### config.mk
export PLATFORM = sky130hd
export DESIGN_NAME = dmem_seq_flat
export DESIGN_NICKNAME = d
export VERILOG_FILES = /design/src/rtl/dmem_seq_if.sv /design/src/rtl/dmem_seq.sv /design/src/flat_wrapper.sv
export SDC_FILE = /design/constraint.sdc
export NUM_CORES = 1
export LEC_CHECK = 0
export BUFFER_PORTS_ARGS = -buffer_cell sky130_fd_sc_hd__buf_2
export CAP_MARGIN = 15
export CORE_MARGIN = 8
export CORE_UTILIZATION = 42
export CTS_BUF_LIST = sky130_fd_sc_hd__clkbuf_16
export CTS_CLUSTER_DIAMETER = 200
export DETAILED_ROUTE_END_ITERATION = 16
export GPL_ROUTABILITY_DRIVEN = 1
export GPL_TIMING_DRIVEN = 0
export PLACE_DENSITY = 0.65
export SYNTH_ARGS = -nofsm -noshare
export SYNTH_HDL_FRONTEND = slang
export SYNTH_SLANG_ARGS = --single-unit
### constraint.sdc
create_clock -name clk -period 3.1 [get_ports clk]
set_input_delay 0.775 -clock clk [delete_from_list [all_inputs] [get_ports clk]]
set_output_delay 0.775 -clock clk [all_outputs]
set_load 0.01 [all_outputs]
### src/rtl/dmem_seq_if.sv
// dmem_seq_if: request/response bus between the core memory stage and dmem_seq.
//   master: drives req_* (core side), receives req_ready and resp_*
//   slave : receives req_*, drives req_ready and resp_* (dmem_seq side)
interface dmem_seq_if #(
  parameter int unsigned ADDR_WIDTH = 5
);
  logic                  req_valid;
  logic                  req_ready;
  logic                  req_write;
  logic [1:0]            req_size;
  logic                  req_signed;
  logic [ADDR_WIDTH-1:0] req_addr;
  logic [31:0]           req_wdata;
  logic                  resp_valid;
  logic [31:0]           resp_rdata;
  logic                  resp_error;

  modport master (
    output req_valid, req_write, req_size, req_signed, req_addr, req_wdata,
    input  req_ready, resp_valid, resp_rdata, resp_error
  );

  modport slave (
    input  req_valid, req_write, req_size, req_signed, req_addr, req_wdata,
    output req_ready, resp_valid, resp_rdata, resp_error
  );
endinterface

### src/rtl/dmem_seq.sv
// dmem_seq: splits byte/half/word loads and stores into little-endian byte
// accesses to a byte-wide data memory, one byte per cycle.
//   clk, reset   : clock, synchronous active-high reset
//   bus (slave)  : request/response handshake (dmem_seq_if)
//   o_mem_addr   : data memory byte address
//   o_mem_we     : data memory write enable (forced low while reset is high)
//   o_mem_wdata  : data memory write byte
//   i_mem_rdata  : data memory read byte (combinational on o_mem_addr)
module dmem_seq #(
  parameter int unsigned ADDR_WIDTH = 5
) (
  input  logic                  clk,
  input  logic                  reset,
  dmem_seq_if.slave             bus,
  output logic [ADDR_WIDTH-1:0] o_mem_addr,
  output logic                  o_mem_we,
  output logic [7:0]            o_mem_wdata,
  input  logic [7:0]            i_mem_rdata
);

  localparam int unsigned CNT_W = 2;

  typedef enum logic [1:0] {
    S_IDLE   = 2'd0,
    S_ACCESS = 2'd1,
    S_RESP   = 2'd2
  } state_t;

  state_t                r_state;
  state_t                w_state_nxt;
  logic                  r_write;
  logic                  r_signed;
  logic                  r_err;
  logic [1:0]            r_size;
  logic [ADDR_WIDTH-1:0] r_addr;
  logic [31:0]           r_wdata;
  logic [31:0]           r_buf;
  logic [CNT_W-1:0]      r_cnt;

  logic                  w_accept;
  logic                  w_req_err;
  logic [CNT_W-1:0]      w_last_idx;

  // Request decode: size 11 is illegal; half/word must be naturally aligned.
  always_comb begin
    w_accept  = bus.req_valid && (r_state == S_IDLE);
    w_req_err = (bus.req_size == 2'b11) ||
                ((bus.req_size == 2'b01) && bus.req_addr[0]) ||
                ((bus.req_size == 2'b10) && (bus.req_addr[1:0] != 2'b00));
    case (r_size)
      2'b00:   w_last_idx = CNT_W'(0);
      2'b01:   w_last_idx = CNT_W'(1);
      default: w_last_idx = CNT_W'(3);
    endcase
  end

  // Next state and outputs.
  always_comb begin
    w_state_nxt    = r_state;
    bus.req_ready  = 1'b0;
    bus.resp_valid = 1'b0;
    bus.resp_rdata = 32'h0;
    bus.resp_error = 1'b0;
    o_mem_addr     = '0;
    o_mem_we       = 1'b0;
    o_mem_wdata    = 8'h0;
    case (r_state)
      S_IDLE: begin
        bus.req_ready = 1'b1;
        if (w_accept) w_state_nxt = w_req_err ? S_RESP : S_ACCESS;
      end
      S_ACCESS: begin
        o_mem_addr = r_addr + ADDR_WIDTH'(r_cnt);
        // Gated by reset so an aborted store never writes on the reset edge.
        o_mem_we   = r_write & ~reset;
        if (r_write) o_mem_wdata = r_wdata[{r_cnt, 3'b000} +: 8];
        if (r_cnt == w_last_idx) w_state_nxt = S_RESP;
      end
      S_RESP: begin
        bus.resp_valid = 1'b1;
        bus.resp_error = r_err;
        if (!r_write && !r_err) begin
          case (r_size)
            2'b00:   bus.resp_rdata = {{24{r_signed & r_buf[7]}},  r_buf[7:0]};
            2'b01:   bus.resp_rdata = {{16{r_signed & r_buf[15]}}, r_buf[15:0]};
            default: bus.resp_rdata = r_buf;
          endcase
        end
        w_state_nxt = S_IDLE;
      end
      default: w_state_nxt = S_IDLE;
    endcase
  end

  // State register, request latch, byte counter and load buffer.
  always_ff @(posedge clk) begin
    if (reset) begin
      r_state  <= S_IDLE;
      r_write  <= 1'b0;
      r_signed <= 1'b0;
      r_err    <= 1'b0;
      r_size   <= 2'b00;
      r_addr   <= '0;
      r_wdata  <= 32'h0;
      r_buf    <= 32'h0;
      r_cnt    <= '0;
    end else begin
      r_state <= w_state_nxt;
      case (r_state)
        S_IDLE: begin
          if (w_accept) begin
            r_write  <= bus.req_write;
            r_size   <= bus.req_size;
            r_signed <= bus.req_signed;
            r_addr   <= bus.req_addr;
            r_wdata  <= bus.req_wdata;
            r_err    <= w_req_err;
            r_cnt    <= '0;
            r_buf    <= 32'h0;
          end
        end
        S_ACCESS: begin
          if (!r_write) r_buf[{r_cnt, 3'b000} +: 8] <= i_mem_rdata;
          r_cnt <= r_cnt + CNT_W'(1);
        end
        default: ;
      endcase
    end
  end

endmodule

### src/flat_wrapper.sv
// flat-port wrapper written by rule: the top's interface ports become plain ports
module dmem_seq_flat 
#(
  parameter int unsigned ADDR_WIDTH = 5
)
  (clk, reset, o_mem_addr, o_mem_we, o_mem_wdata, i_mem_rdata, bus_req_valid, bus_req_write, bus_req_size, bus_req_signed, bus_req_addr, bus_req_wdata, bus_req_ready, bus_resp_valid, bus_resp_rdata, bus_resp_error);
  dmem_seq_if #(.ADDR_WIDTH(ADDR_WIDTH)) bus_i ();
  input  logic clk;
  input  logic reset;
  output logic [ADDR_WIDTH-1:0] o_mem_addr;
  output logic o_mem_we;
  output logic [7:0] o_mem_wdata;
  input  logic [7:0] i_mem_rdata;
  input wire logic [$bits(bus_i.req_valid)-1:0] bus_req_valid;
  input wire logic [$bits(bus_i.req_write)-1:0] bus_req_write;
  input wire logic [$bits(bus_i.req_size)-1:0] bus_req_size;
  input wire logic [$bits(bus_i.req_signed)-1:0] bus_req_signed;
  input wire logic [$bits(bus_i.req_addr)-1:0] bus_req_addr;
  input wire logic [$bits(bus_i.req_wdata)-1:0] bus_req_wdata;
  output wire logic [$bits(bus_i.req_ready)-1:0] bus_req_ready;
  output wire logic [$bits(bus_i.resp_valid)-1:0] bus_resp_valid;
  output wire logic [$bits(bus_i.resp_rdata)-1:0] bus_resp_rdata;
  output wire logic [$bits(bus_i.resp_error)-1:0] bus_resp_error;
  assign bus_i.req_valid = bus_req_valid;
  assign bus_i.req_write = bus_req_write;
  assign bus_i.req_size = bus_req_size;
  assign bus_i.req_signed = bus_req_signed;
  assign bus_i.req_addr = bus_req_addr;
  assign bus_i.req_wdata = bus_req_wdata;
  assign bus_req_ready = bus_i.req_ready;
  assign bus_resp_valid = bus_i.resp_valid;
  assign bus_resp_rdata = bus_i.resp_rdata;
  assign bus_resp_error = bus_i.resp_error;
  dmem_seq #(.ADDR_WIDTH(ADDR_WIDTH)) u_core (.clk(clk), .reset(reset), .bus(bus_i), .o_mem_addr(o_mem_addr), .o_mem_we(o_mem_we), .o_mem_wdata(o_mem_wdata), .i_mem_rdata(i_mem_rdata));
endmodule
* Word-level counts from Yosys, hierarchy flattened *
Cells that the tools add are included.

operators by class
  $mul = 0
  equality and inequality tests = 10
  muxes and demuxes = 21
  add/subtract/negate cells = 3
  bitwise gates (word level) = 4
  reductions and logical operators = 16
  shifts and indexed selects = 3
  divide/modulo/power cells = 0
  magnitude comparators = 0

operators by type and width
  kind                                                  count
  two-way mux 32 bit                                    4
  case mux 32 bit (2 select lines)                      2
  bitwise mux 32 bit                                    1
  variable shift 8 x 7 -> 32 bit, first input constant  1
  variable part select 32 x 6 -> 8 bit                  1
  variable part select 8 x 7 -> 32 bit                  1
  two-way mux 8 bit                                     2
  case mux 2 bit (2 select lines)                       3
  two-way mux 2 bit                                     4
  negator 5 -> 7 bit                                    1
  equality test 2 x 1 -> 1 bit, second input constant   3
  equality test 2 bit, second input constant            3
  AND reduction 2 bit                                   3
  adder 5 x 2 -> 5 bit                                  1
  two-way mux 5 bit                                     1
  logical AND 1 bit                                     4
  zero test 2 bit                                       2
  two-way mux 1 bit                                     4
  != test 2 x 1 -> 1 bit, second input constant         2
  nonzero test 2 bit                                    2
  bitwise AND 1 bit                                     3
  AND reduction 3 bit                                   1
  adder 2 x 1 -> 2 bit, second input constant           1
  equality test 2 bit                                   1
  other kinds (4)                                       6

word-level totals
  bits in read-only memories = 0
  memories = 0
  bits in writable memories = 0
  logic and storage cells = 66
  output and inout port bits = 49
  flip-flop bits (word level) = 78
  latch bits = 0
  input bits = 52

* Logic depth before layout (Yosys ltp) *
Gate-level depths: netlist (run 1).

  word-level depth = 7
  gate-level depth with buffers = 8
  gate-level depth less buffers = 5

* Worst setup path after synthesis (run 1) *
OpenSTA, ideal clock, no wires.

  path kind = flip-flop to output port
  from = reg u_core.r_cnt[1]
  to = out o_mem_addr[4]
  data arrival time = 1.951 ns
  data required time = 2.325 ns
  buffers on the path = 1
  cell stages (with the launch flop) = 6
  setup slack = 0.374 ns
  cell sequence = dfxtp_1 > buf_1 > inv_1 > fa_1 > or3_1 > a21oi_1

between the ends
  cells in the longest elaborated chain, start to end = 2

RTL lines
  element                 RTL line            text
  from (decl)             dmem_seq.sv:38      logic [CNT_W-1:0] r_cnt;
  from (signal assigned)  dmem_seq.sv:124     r_cnt <= r_cnt + CNT_W'(1);
  adder 5 x 2 -> 5 bit    dmem_seq.sv:73      o_mem_addr = r_addr + ADDR_WIDTH'(r_cnt);
  two-way mux 5 bit       dmem_seq.sv:67      case (r_state)
  to (decl)               flat_wrapper.sv:10  output logic [ADDR_WIDTH-1:0] o_mem_addr;

Every way passes these cells.

* Final worst setup path (run 1) *
Ends and elaborated chain as after synthesis.

==> key figures, run 1 <==
Logic synthesis
  – Netlist Area Pre-Place: 4070 um2
  – Synth top area share: 38.4%
  – Synth area leader: dfxtp_1
  – Mean Syn Cell Area: 8.35 um2
  – Cells after synthesis: 487
  – Syn nets: 547
  – Commonest cells in the synthesized netlist: 85 x nand2_1, 78 x dfxtp_1, 64 x a21oi_1
  – Yosys warnings: 0
  – Post-synth EDFFs: 0
  – Top FF cell, synth: dfxtp_1
  – FFs w/ async S/R, synth: 0%
  – Sequential area share after synthesis: 38.4%
  – Netlist cell types: 43
  – Most frequent cell after synthesis: nand2_1
  – Synth area leaders: dfxtp_1 38%, a21oi_1 7.9%, nand2_1 7.8%, mux2i_1 5.9%, mux4_2 4.4%
  – Synth Register Bits: 78

CTS
  – Clock tree buffer depth: 2
  – CTS sink cnt: 78
  – CTS tree: done
  – TritonCTS Buffers: 9
  – CTS root buffer: clkbuf_16
  – Htree depth: 3
  – Worst skew pair latency: 0.33 ns
  – Clock-pin slew on the worst setup and hold paths: 0.06 ns
  – Post-CTS Setup Bufs: 0

Route
  – Antenna viol nets, final: 0
  – Number of remaining DRC errors: 0
  – Vias per cell: 5.19
  – Detailed Route WL: 12.0 mm
  – First-pass DRT Iterations: 5
  – Via count: 3821
  – Post-DR wirelength/cell: 16.4 um
  – Starting DRC count in detailed routing: 268

GRT
  – Grt total ovfl: 0
  – Vias in the first global route: 3845
  – Initial antenna violation count: 0
  – Pin count of the biggest net entering global routing: 15
  – Global-route wire length before repair: 19.5 mm
  – Total global-route track usage: 18.8%

Run status
  – Status: complete, no violations

Layout
  – Layout Nets: 657
  – Final std cells w/o fill: 736
  – Area growth syn-to-layout: 24.6%
  – Final cell utilization of the core: 52.8%
  – Share of layout cells above drive strength 1: 26.2%

Worst setup path
  – Crit. End Element: output pin
  – Critical Path Slowest Stage Cell: fa_1
  – Kind of critical path: register to output pin
  – CP max FO: 10
  – Cell class contributing the biggest share of worst-path delay: adder cells
  – Critical path buffers and inverters: 3
  – CP arrival: 2.20 ns
  – Crit path cell chain: buf_6 -> inv_1 -> fa_1 -> or3_1 -> a21oi_1 -> buf_2
  – Required time worst endpoint: 2.32 ns
  – CP max stage delay: 0.49 ns
  – Worst Setup Start Kind: register

Timing
  – Final hold viol count: 0
  – Max Slew Vio Count: 0
  – Worst slew pin tran: 0.928 ns
  – Setup TNS Final: 0 ns
  – RSZ-0062 raised after global routing: false
  – Setup Skew: 0.00750 ns
  – Fmax: 336 MHz
  – Slew HR: 38.0%
  – # setup viols final: 0
  – Period minus WS final: 2.98 ns
  – Fin crit share: 96.0%

Pwr
  – Sequential power share: 42.0%
  – PD cells: 504 nW/um2
  – P_int: 1.89 mW
  – Logic gate share of total power: 13.4%
  – Peak supply drop: 0.319 mV
  – Leak Pwr: 2.17 nW
  – Sw Ratio: 25.9%
  – Clk network pwr share: 44.6%
  – Switching pwr: 0.661 mW

Placement
  – IO Port Bufs: 99
  – Placed wire-length estimate: 8.92 mm
  – Placed cells: 719
  – RePlAce Congestion: 0.817

Floorplanning
  – Io pins: 101
  – # rows: 36
  – Initial core utilization: 42.4%
  – Die width: 114 um
  – Die H: 114 um
  – Core area: 9590 um2
  – Die area: 13100 um2

Worst hold path
  – HP Class: register to register

Flow run
  – Total of max-cap violations: 0
logic make-up after synthesis:
group / Yosys count / share of synthesized area [%]
AO/OA/AOI/OAI: 91 / 12.6
XOR/XNOR: 2 / 0.431
adder cells (fa/ha/maj): 8 / 2.65
buffers and inverters: 51 / 6.43
flip-flops: 78 / 38.4
multiplexers: 33 / 10.6
AND/OR/NAND/NOR: 224 / 28.9
placed cells by master (no fill, tap or decap), types with 3 or more instances in the layout:
master,synthesis,layout
mux2i_1,24,24
and3_1,8,8
and2_1,10,10
clkbuf_16,0,9
dfxtp_1,78,77
nor3_1,15,15
buf_6,5,6
inv_1,6,6
mux4_2,8,8
or3_1,4,4
o21ai_0,10,10
o2111ai_1,8,8
nand3_1,35,35
clkbuf_1,17,17
nand3b_1,3,3
a21o_1,4,4
nor2b_1,17,17
nand2_1,85,85
ha_1,7,7
buf_2,15,114
buf_4,3,3
nor2_1,7,7
nand2b_1,27,27
a21oi_1,64,64
stage by stage:
stage	hold slack [ns]	total power, mW	instance area [um2]	worst slack [ns]
3_3_place_gp	0.440	1.43	4730	-0.123
6_report	0.451	2.55	5060	0.123
5_1_grt	0.475	2.66	5060	0.0446
2_1_floorplan	0.433	1.31	4070	0.374
3_5_place_dp	0.443	1.44	4730	-0.152
4_1_cts	0.453	2.56	5050	0.0213
sequential cells by signal, indices dropped and copies added, names as in the netlist:
register	flops
u_core.r_buf	32
u_core.r_cnt	2
u_core.r_state	2
u_core.r_write	1
u_core.r_err	1
u_core.r_signed	1
u_core.r_addr	5
u_core.r_size	2
u_core.r_wdata	32
area by class of cell:
class,instances,area [um2]
fillers,936,4530
clock inverters,7,97.6
flip-flops and latches,78,1570
repair buffers,99,495
well taps,133,166
inverters,6,22.5
clock buffers,9,225
multi-input cells,358,2240
diodes,1,2.50
plain buffers,45,246
path summary, 6_finish.rpt:
check	end	depth (start not counted)	slack, ns	start
worst min-delay path	u_core.r_wdata[19]$_SDFFE_PP0P_	2	0.45	u_core.r_wdata[19]$_SDFFE_PP0P_
worst max-delay path	o_mem_addr[4]	6	0.12	u_core.r_cnt[1]$_SDFFE_PP0P_
worst min register to register	u_core.r_wdata[19]$_SDFFE_PP0P_	2	0.45	u_core.r_wdata[19]$_SDFFE_PP0P_
worst max register to register	u_core.r_buf[3]$_SDFFE_PP0P_	7	0.59	u_core.r_cnt[0]$_SDFFE_PP0P_
tightest hold or removal path, stage by stage (launching register included):
cell and delay, ns:
dfxtp_1 0.31, nand2_1 0.05, a21oi_1 0.05
per-layer routing:
metal	part of all wire, %	vias up	global-route usage (%)
li1	-	1898	-
met1	45	1758	24.1
met2	45	153	29.4
met3	8.0	12	4.91
met4	1.5	0	7.01
met5	0	-	0
power by group through the flow:
stage	Combinational, mW	Clock (mW)	Sequential (mW)
floorplan	0.227	0	1.08
global placement	0.334	0	1.09
detailed placement	0.341	0	1.09
CTS	0.342	1.14	1.07
global route	0.376	1.20	1.08
finish	0.343	1.14	1.07
what timing repair did:
item,in CTS,in global routing
gates cloned,0,0
hold buffers,0,0
endpoints found under the setup margin,3,1
hold endpoints to repair,0,0
gates resized for setup,3,2
No activity file was read; power rests on OpenSTA's default activity.
==> inputs of run 2 (changes only) <==
--- a/config.mk
+++ b/config.mk
@@ -5,7 +5,7 @@
 export SDC_FILE = /design/constraint.sdc
 export NUM_CORES = 1
 export LEC_CHECK = 0
-export BUFFER_PORTS_ARGS = -buffer_cell sky130_fd_sc_hd__buf_2
+export BUFFER_PORTS_ARGS = -buffer_cell sky130_fd_sc_hd__buf_4
 export CAP_MARGIN = 15
 export CORE_MARGIN = 8
 export CORE_UTILIZATION = 42
==> run 2 against run 1 <==
Against the previous run:
- global-route usage grew 0.098 points
- cell count shrank 0.14%
- power shrank 6.7%
- critical endpoint unchanged
- sequential share of layout area shrank 1.2 points
- clock power shrank 17%
- setup slack is essentially flat
- register-to-register slack gained 0.04 ns
- combinational power grew 6%
- first-iteration DRC count shrank 33%
- critical path depth is the same
==> key figures, run 2 (synthesis gave the netlist of run 1 again) <==
Run status
  – Status: complete, no violations

CTS
  – TritonCTS Buffers: 9 (unchanged)
  – Clock-pin slew on the worst setup and hold paths: 0.06 ns (about the same)
  – Worst skew pair latency: 0.33 ns (about the same)
  – CTS tree: done
  – Clock tree buffer depth: 2 (unchanged)
  – CTS sink cnt: 78 (unchanged)
  – Htree depth: 3 (unchanged)
  – CTS root buffer: clkbuf_16

Timing
  – Max Slew Vio Count: 0 (unchanged)
  – RSZ-0062 raised after global routing: false
  – Worst slew pin tran: 0.896 ns (-0.0320 ns)
  – # setup viols final: 0 (unchanged)
  – Setup Skew: 0.00499 ns (-0.00251 ns)
  – Worst setup margin: 0.123 ns (-0.000283 ns)
  – Period minus WS final: 2.98 ns (+0.000283 ns)
  – Worst hold margin: 0.453 ns (+0.00233 ns)
  – Final hold viol count: 0 (unchanged)
  – Fin crit share: 96.0% (about the same)
  – Setup TNS Final: 0 ns (unchanged)
  – Slew HR: 40.1% (+2.1 points)
  – Fmax: 336 MHz (about the same)

Route
  – Post-DR wirelength/cell: 16.4 um (+0.12%)
  – Antenna viol nets, final: 0 (unchanged)
  – Detailed Route WL: 12.0 mm (about the same)
  – First-pass DRT Iterations: 4 (-1)
  – Starting DRC count in detailed routing: 179 (-33%)
  – Via count: 3784 (-0.97%)
  – Number of remaining DRC errors: 0 (unchanged)
  – Vias per cell: 5.15 (-0.83%)

Worst setup path
  – Critical path buffers and inverters: 3 (unchanged)
  – Crit. End Element: output pin
  – CP max FO: 10 (unchanged)
  – CP arrival: 2.20 ns (about the same)
  – Critical Path Slowest Stage Cell: fa_2
  – CP max stage delay: 0.43 ns (-0.06 ns)
  – Cell class contributing the biggest share of worst-path delay: buffers and inverters
  – Crit path cell chain: buf_6 -> inv_1 -> fa_2 -> or3_1 -> a21oi_1 -> buf_4
  – Kind of critical path: register to output pin
  – Worst Setup Start Kind: register
  – Required time worst endpoint: 2.32 ns (about the same)

Layout
  – Ant diodes: 0 (-1)
  – Layout Nets: 657 (unchanged)
  – Commonest cells after routing, fill and taps aside: 102 x buf_4, 85 x nand2_1, 77 x dfxtp_1
  – Biggest regs: u_core.r_buf x32, u_core.r_wdata x32, u_core.r_addr x5
  – Multi-input gate area: 2240 um2 (+0.11%)
  – Share of layout cells above drive strength 1: 26.2% (unchanged)
  – Design Area, Final: 5250 um2 (+3.7%)
  – Commonest non-fill, non-tap cell in the layout: buf_4
  – Storage element area: 1560 um2 (-0.16%)
  – Fillcell total: 945 (+0.96%)
  – Area growth syn-to-layout: 29.2%

Pwr
  – Peak supply drop: 0.318 mV (-0.56%)
  – Leak Pwr: 2.18 nW (+0.56%)
  – PD cells: 453 nW/um2 (-10%)

Placement
  – RePlAce Congestion: 0.854 (+4.5%)
  – IO Port Bufs: 99 (unchanged)
  – Dpl cell area: 4970 um2 (+5.2%)
  – Placed wire-length estimate: 9.08 mm (+1.8%)
  – Pre-CTS setup slack: -0.182 ns (-0.0301 ns)

Floorplanning
  – Core area: 9590 um2 (unchanged)
  – Die area: 13100 um2 (unchanged)
  – Die H: 114 um (unchanged)
  – Io pins: 101 (unchanged)
  – # rows: 36 (unchanged)
  – Die width: 114 um (unchanged)
  – Initial core utilization: 42.4% (unchanged)

Flow run
  – Total of max-cap violations: 0 (unchanged)

GRT
  – Vias in the first global route: 3875 (+0.78%)
  – Total global-route track usage: 18.9% (+0.098 points)
  – Initial antenna violation count: 0 (unchanged)
  – Pin count of the biggest net entering global routing: 14 (-1)
  – Global-route wire length before repair: 19.4 mm (-0.53%)
  – Grt total ovfl: 0 (unchanged)

Worst hold path
  – HP Class: register to register
[run 2: changes by cell type in the layout (fill, tap and decap cells not counted), sizes merged]
| cell | delta |
|---|---|
| bufinv | -2 |
| clkinv | +2 |
| diode | -1 |
| clkinvlp | +1 |
| inv | -1 |
[run 2: repair_timing]
item | in CTS | in global routing
buffers inserted | 0 | 0
gates resized for setup | 4 | 1
hold buffers | 0 | 0
endpoints found under the setup margin | 3 | 1
pin swaps | 0 | 0
endpoints found under the hold margin | 0 | 0
[run 2: power by group]
| group | internal [mW] | switching, mW | total, mW |
|---|---|---|---|
| clock network | 0.534 | 0.410 | 0.945 |
| logic | 0.159 | 0.203 | 0.362 |
| registers | 1.04 | 0.0294 | 1.07 |
[run 2: final timing paths]
check                                                      from                               to  slack (ns)  cells after the start
worst min register to register  u_core.r_wdata[19]$_SDFFE_PP0P_  u_core.r_wdata[19]$_SDFFE_PP0P_        0.45                      2
worst max register to register     u_core.r_cnt[0]$_SDFFE_PP0P_     u_core.r_buf[3]$_SDFFE_PP0P_        0.63                      7
worst max-delay path               u_core.r_cnt[1]$_SDFFE_PP0P_                    o_mem_addr[4]        0.12                      6
worst min-delay path            u_core.r_wdata[19]$_SDFFE_PP0P_  u_core.r_wdata[19]$_SDFFE_PP0P_        0.45                      2
[run 2: cell type report]
class | instances | share of cell area, %
tap | 133 | 3.17
timing repair buffer | 99 | 14.1
buffer | 45 | 4.69
multi-input combinational | 358 | 42.7
clock inverter | 7 | 0.786
clock buffer | 9 | 4.29
inverter | 6 | 0.429
sequential | 78 | 29.8
[run 2: metal layers]
| layer | track usage, % | part of all wire [%] | up-vias |
|---|---|---|---|
| li1 | - | - | 1896 |
| met1 | 23.4 | 44 | 1737 |
| met2 | 30.8 | 46 | 134 |
| met3 | 5.12 | 8.0 | 17 |
| met4 | 6.30 | 1.5 | 0 |
| met5 | 0 | 0 | - |
[run 2: worst register-to-register path, cell delays in order, from the launching register on]
cell and delay, ns:
dfxtp_1 0.44, buf_4 0.21, buf_6 0.19, inv_1 0.10
ha_1 0.36, nor3b_1 0.77, nand3_1 0.16, mux2i_1 0.17
[run 2: per-stage QoR]
step                power [mW]  util, %  std cells
floorplan                 1.31        -        487
global placement          1.45     51.9        719
detailed placement        1.46     51.9        719
CTS                       2.39     54.7        735
global route              2.48     54.7        735
finish                    2.38     54.7        735
==> inputs of run 3 (changes only) <==
--- a/config.mk
+++ b/config.mk
@@ -5,16 +5,19 @@
 export SDC_FILE = /design/constraint.sdc
 export NUM_CORES = 1
 export LEC_CHECK = 0
-export BUFFER_PORTS_ARGS = -buffer_cell sky130_fd_sc_hd__buf_4
+export ABC_AREA = 1
+export BUFFER_PORTS_ARGS = -buffer_cell sky130_fd_sc_hd__buf_2
 export CAP_MARGIN = 15
+export CELL_PAD_IN_SITES_DETAIL_PLACEMENT = 0
+export CELL_PAD_IN_SITES_GLOBAL_PLACEMENT = 1
 export CORE_MARGIN = 8
-export CORE_UTILIZATION = 42
+export CORE_UTILIZATION = 36
 export CTS_BUF_LIST = sky130_fd_sc_hd__clkbuf_16
 export CTS_CLUSTER_DIAMETER = 200
 export DETAILED_ROUTE_END_ITERATION = 16
 export GPL_ROUTABILITY_DRIVEN = 1
 export GPL_TIMING_DRIVEN = 0
-export PLACE_DENSITY = 0.65
+export PLACE_DENSITY_LB_ADDON = 0.1
 export SYNTH_ARGS = -nofsm -noshare
 export SYNTH_HDL_FRONTEND = slang
 export SYNTH_SLANG_ARGS = --single-unit
==> run 3 against run 2 <==
Against the previous run:
- synthesized area decreased by 3.2%
- cell count increased by 19%
- non-clock buffer count decreased by 14
- register-to-register slack got worse by 0.04 ns
- die area increased by 11%
- global-route usage decreased by 1.5 points
- final area decreased by 6.2%
- sequential power increased by 9%
- setup slack improved by 0.091 ns
- largest power group unchanged
- wire length increased by 3.1%
- core utilization decreased by 8.9 points
- highest routed layer unchanged
- first-iteration DRC count increased by 1.7%
==> key figures, run 3 <==
Floorplanning
  – Die H: 121 um (+5.4%)
  – Die width: 121 um (+5.4%)
  – Initial core utilization: 36.6% (-5.7 points)
  – Io pins: 101 (unchanged)
  – # rows: 38 (+5.6%)
  – Die area: 14500 um2 (+11%)
  – Core area: 10700 um2 (+12%)

Worst setup path
  – CP max FO: 6 (-4)
  – Worst r2r path cells: 9 (+2)
  – Kind of critical path: register to output pin
  – CP arrival: 2.11 ns (-0.09 ns)
  – Reg2reg start: u_core.r_cnt[0]$_SDFFE_PP0P_
  – Worst Setup Start Kind: register
  – Reg-to-Reg End: u_core.r_buf[5]$_SDFFE_PP0P_
  – Required time worst endpoint: 2.32 ns (about the same)
  – Crit. End Element: output pin
  – R2r setup slk: 0.59 ns (-0.04 ns)

CTS
  – CTS root buffer: clkbuf_16
  – Worst skew pair latency: 0.33 ns (about the same)
  – Post-CTS Setup Bufs: 0 (unchanged)
  – TritonCTS Buffers: 9 (unchanged)
  – Clock-pin slew on the worst setup and hold paths: 0.06 ns (about the same)
  – Clock tree buffer depth: 2 (unchanged)
  – Htree depth: 3 (unchanged)
  – CTS sink cnt: 78 (unchanged)
  – CTS tree: done
  – Hold_buf cts: 0 (unchanged)

Logic synthesis
  – Cells after synthesis: 623 (+28%)
  – FFs w/ async S/R, synth: 0% (unchanged)
  – Commonest cells in the synthesized netlist: 199 x nor2_1, 112 x nand2_1, 78 x dfxtp_1
  – Top FF cell, synth: dfxtp_1
  – Syn nets: 683 (+25%)
  – Netlist cell types: 25 (-42%)
  – Synth area leader: dfxtp_1
  – Mean Syn Cell Area: 6.32 um2 (-24%)
  – Yosys warnings: 0 (unchanged)
  – Post-synth EDFFs: 0 (unchanged)
  – Synth top area share: 39.7% (+1.3 points)
  – Synth area leaders: dfxtp_1 40%, nor2_1 19%, nand2_1 11%, o21ai_0 7.6%, a21oi_1 6.5%
  – Synth Register Bits: 78 (unchanged)
  – Sequential area share after synthesis: 39.7% (+1.3 points)
  – Netlist Area Pre-Place: 3940 um2 (-3.2%)
  – Most frequent cell after synthesis: nor2_1

Pwr
  – Logic gate share of total power: 20.0% (+4.8 points)
  – Clk network pwr share: 39.3% (-0.4 points)
  – P_int: 2.02 mW (+16%)
  – Switching pwr: 0.863 mW (+34%)
  – PD cells: 585 nW/um2 (+29%)
  – Peak supply drop: 0.221 mV (-30%)
  – Sequential power share: 40.7% (-4.4 points)
  – Sw Ratio: 29.9% (+3.0 points)
  – Leak Pwr: 2.36 nW (+8.1%)

Timing
  – Period minus WS final: 2.89 ns (-0.0911 ns)
  – # setup viols final: 0 (unchanged)
  – Setup Skew: 0.00511 ns (+0.000126 ns)
  – Setup TNS Final: 0 ns (unchanged)
  – RSZ-0062 raised after global routing: false
  – Max Slew Vio Count: 0 (unchanged)
  – Final hold viol count: 0 (unchanged)
  – Slew HR: 63.2% (+23 points)
  – Fmax: 346 MHz (+3.2%)
  – Worst slew pin tran: 0.552 ns (-0.344 ns)
  – Fin crit share: 93.1% (-2.9 points)

Layout
  – Commonest cells after routing, fill and taps aside: 199 x nor2_1, 112 x nand2_1, 108 x buf_2
  – Layout Nets: 794 (+21%)
  – Commonest non-fill, non-tap cell in the layout: nor2_1
  – Biggest regs: u_core.r_buf x32, u_core.r_wdata x32, u_core.r_addr x5
  – Final cell utilization of the core: 45.9% (-8.9 points)
  – Ant diodes: 0 (unchanged)
  – Area growth syn-to-layout: 25.2%
  – Share of layout cells above drive strength 1: 19.2% (-7.0 points)

Run status
  – Status: complete, no violations

Route
  – Starting DRC count in detailed routing: 182 (+1.7%)
  – First-pass DRT Iterations: 5 (+1)
  – Detailed Route WL: 12.4 mm (+3.1%)
  – Vias per cell: 4.74 (-7.9%)
  – Antenna viol nets, final: 0 (unchanged)
  – Number of remaining DRC errors: 0 (unchanged)
  – Via count: 4164 (+10%)
  – Post-DR wirelength/cell: 14.1 um (-14%)

Placement
  – IO Port Bufs: 100 (+1.0%)
  – RePlAce Congestion: 0.855 (+0.13%)
  – Placed wire-length estimate: 9.53 mm (+5.0%)

GRT
  – Global-route wire length before repair: 20.2 mm (+3.8%)
  – Pin count of the biggest net entering global routing: 14 (unchanged)
  – Total global-route track usage: 17.4% (-1.5 points)
  – Grt total ovfl: 0 (unchanged)
  – Initial antenna violation count: 0 (unchanged)
  – Vias in the first global route: 4186 (+8.0%)

Worst hold path
  – Worst hold stages: 2 (unchanged)
  – HP Class: register to register
  – Worst hold endpoint: u_core.r_wdata[28]$_SDFFE_PP0P_
  – Worst hold start: u_core.r_wdata[28]$_SDFFE_PP0P_

Flow run
  – Total of max-cap violations: 0 (unchanged)
run 3: cell count changes after synthesis, sizes merged, moves of 10 or more:
cell and delta:
nor2 +195, o21ai +51, inv +49, nand2 +29, nand2b -27, mux2i -24, nand3 -17, nor2b -17
buf -16, nor3 -16, a21oi -12, and2 -10
run 3: final cells by class:
cell class                 count  area [um2]
fill                        1252        5820
multi-input combinational    459        2030
sequential                    78        1560
timing repair buffer         100         500
clock buffer                   9         225
inverter                      56         213
tap                          140         175
buffer                        30         140
clock inverter                 6        86.3
run 3: how the worst max path moves through the flow:
stage                                            start  slack, ns  depth (start not counted)             end
final                     u_core.r_cnt[0]$_SDFFE_PP0P_       0.21                          7   o_mem_addr[4]
after global routing      u_core.r_cnt[0]$_SDFFE_PP0P_       0.08                          7   o_mem_addr[4]
after CTS                 u_core.r_cnt[0]$_SDFFE_PP0P_       0.07                          6  o_mem_wdata[2]
after detailed placement  u_core.r_cnt[1]$_SDFFE_PP0P_       0.29                          6   o_mem_addr[4]
after global placement    u_core.r_cnt[1]$_SDFFE_PP0P_       0.32                          6   o_mem_addr[4]
after floorplan           u_core.r_cnt[1]$_SDFFE_PP0P_       0.69                          5   o_mem_addr[4]
run 3: what timing repair did:
action,CTS,global route
resized for setup,1,3
endpoints found under the setup margin,1,9
endpoints found under the hold margin,0,0
run 3: metal layers:
metal	wire length [um]	vias to the layer above	global-route usage, %
met5	0	-	0
li1	-	2158	-
met4	172	0	5.93
met1	5460	1869	20.3
met2	6050	125	30.8
met3	734	12	3.64
run 3: stage by stage:
step           power, mW  instances  cell area, um2  hold slack (ns)  worst slack [ns]
6_report            2.88        878            4930            0.480             0.214
4_1_cts             2.91        878            4920            0.483            0.0734
3_5_place_dp        1.78        863            4610            0.469             0.291
2_1_floorplan       1.59        623            3940            0.450             0.694
3_3_place_gp        1.77        863            4610            0.459             0.323
5_1_grt             3.06        878            4930            0.492            0.0789
run 3: kinds of logic (layout without fill, tap and decap cells):
group	count (synthesis)	in the layout	synth area share (%)
flip-flops	78	78	39.7
buffers and inverters	86	201	8.87
AND/OR/NAND/NOR	337	337	33.9
adder cells (fa/ha/maj)	8	8	2.73
XOR/XNOR	1	1	0.223
AO/OA/AOI/OAI	113	113	14.6
run 3: power groups by stage:
stage / clock, mW / sequential, mW / combinational, mW
2_1_floorplan: 0 / 1.18 / 0.412
3_3_place_gp: 0 / 1.19 / 0.575
3_5_place_dp: 0 / 1.20 / 0.584
4_1_cts: 1.15 / 1.17 / 0.587
5_1_grt: 1.20 / 1.19 / 0.666
6_report: 1.13 / 1.17 / 0.576
run 3: critical path, cell delays in order (launching register included):
cell and delay (ns):
dfxtp_1 0.44, ha_1 0.22, inv_1 0.07, fa_1 0.40, nor2_1 0.15, a21oi_1 0.08
nor3_1 0.24, buf_2 0.19
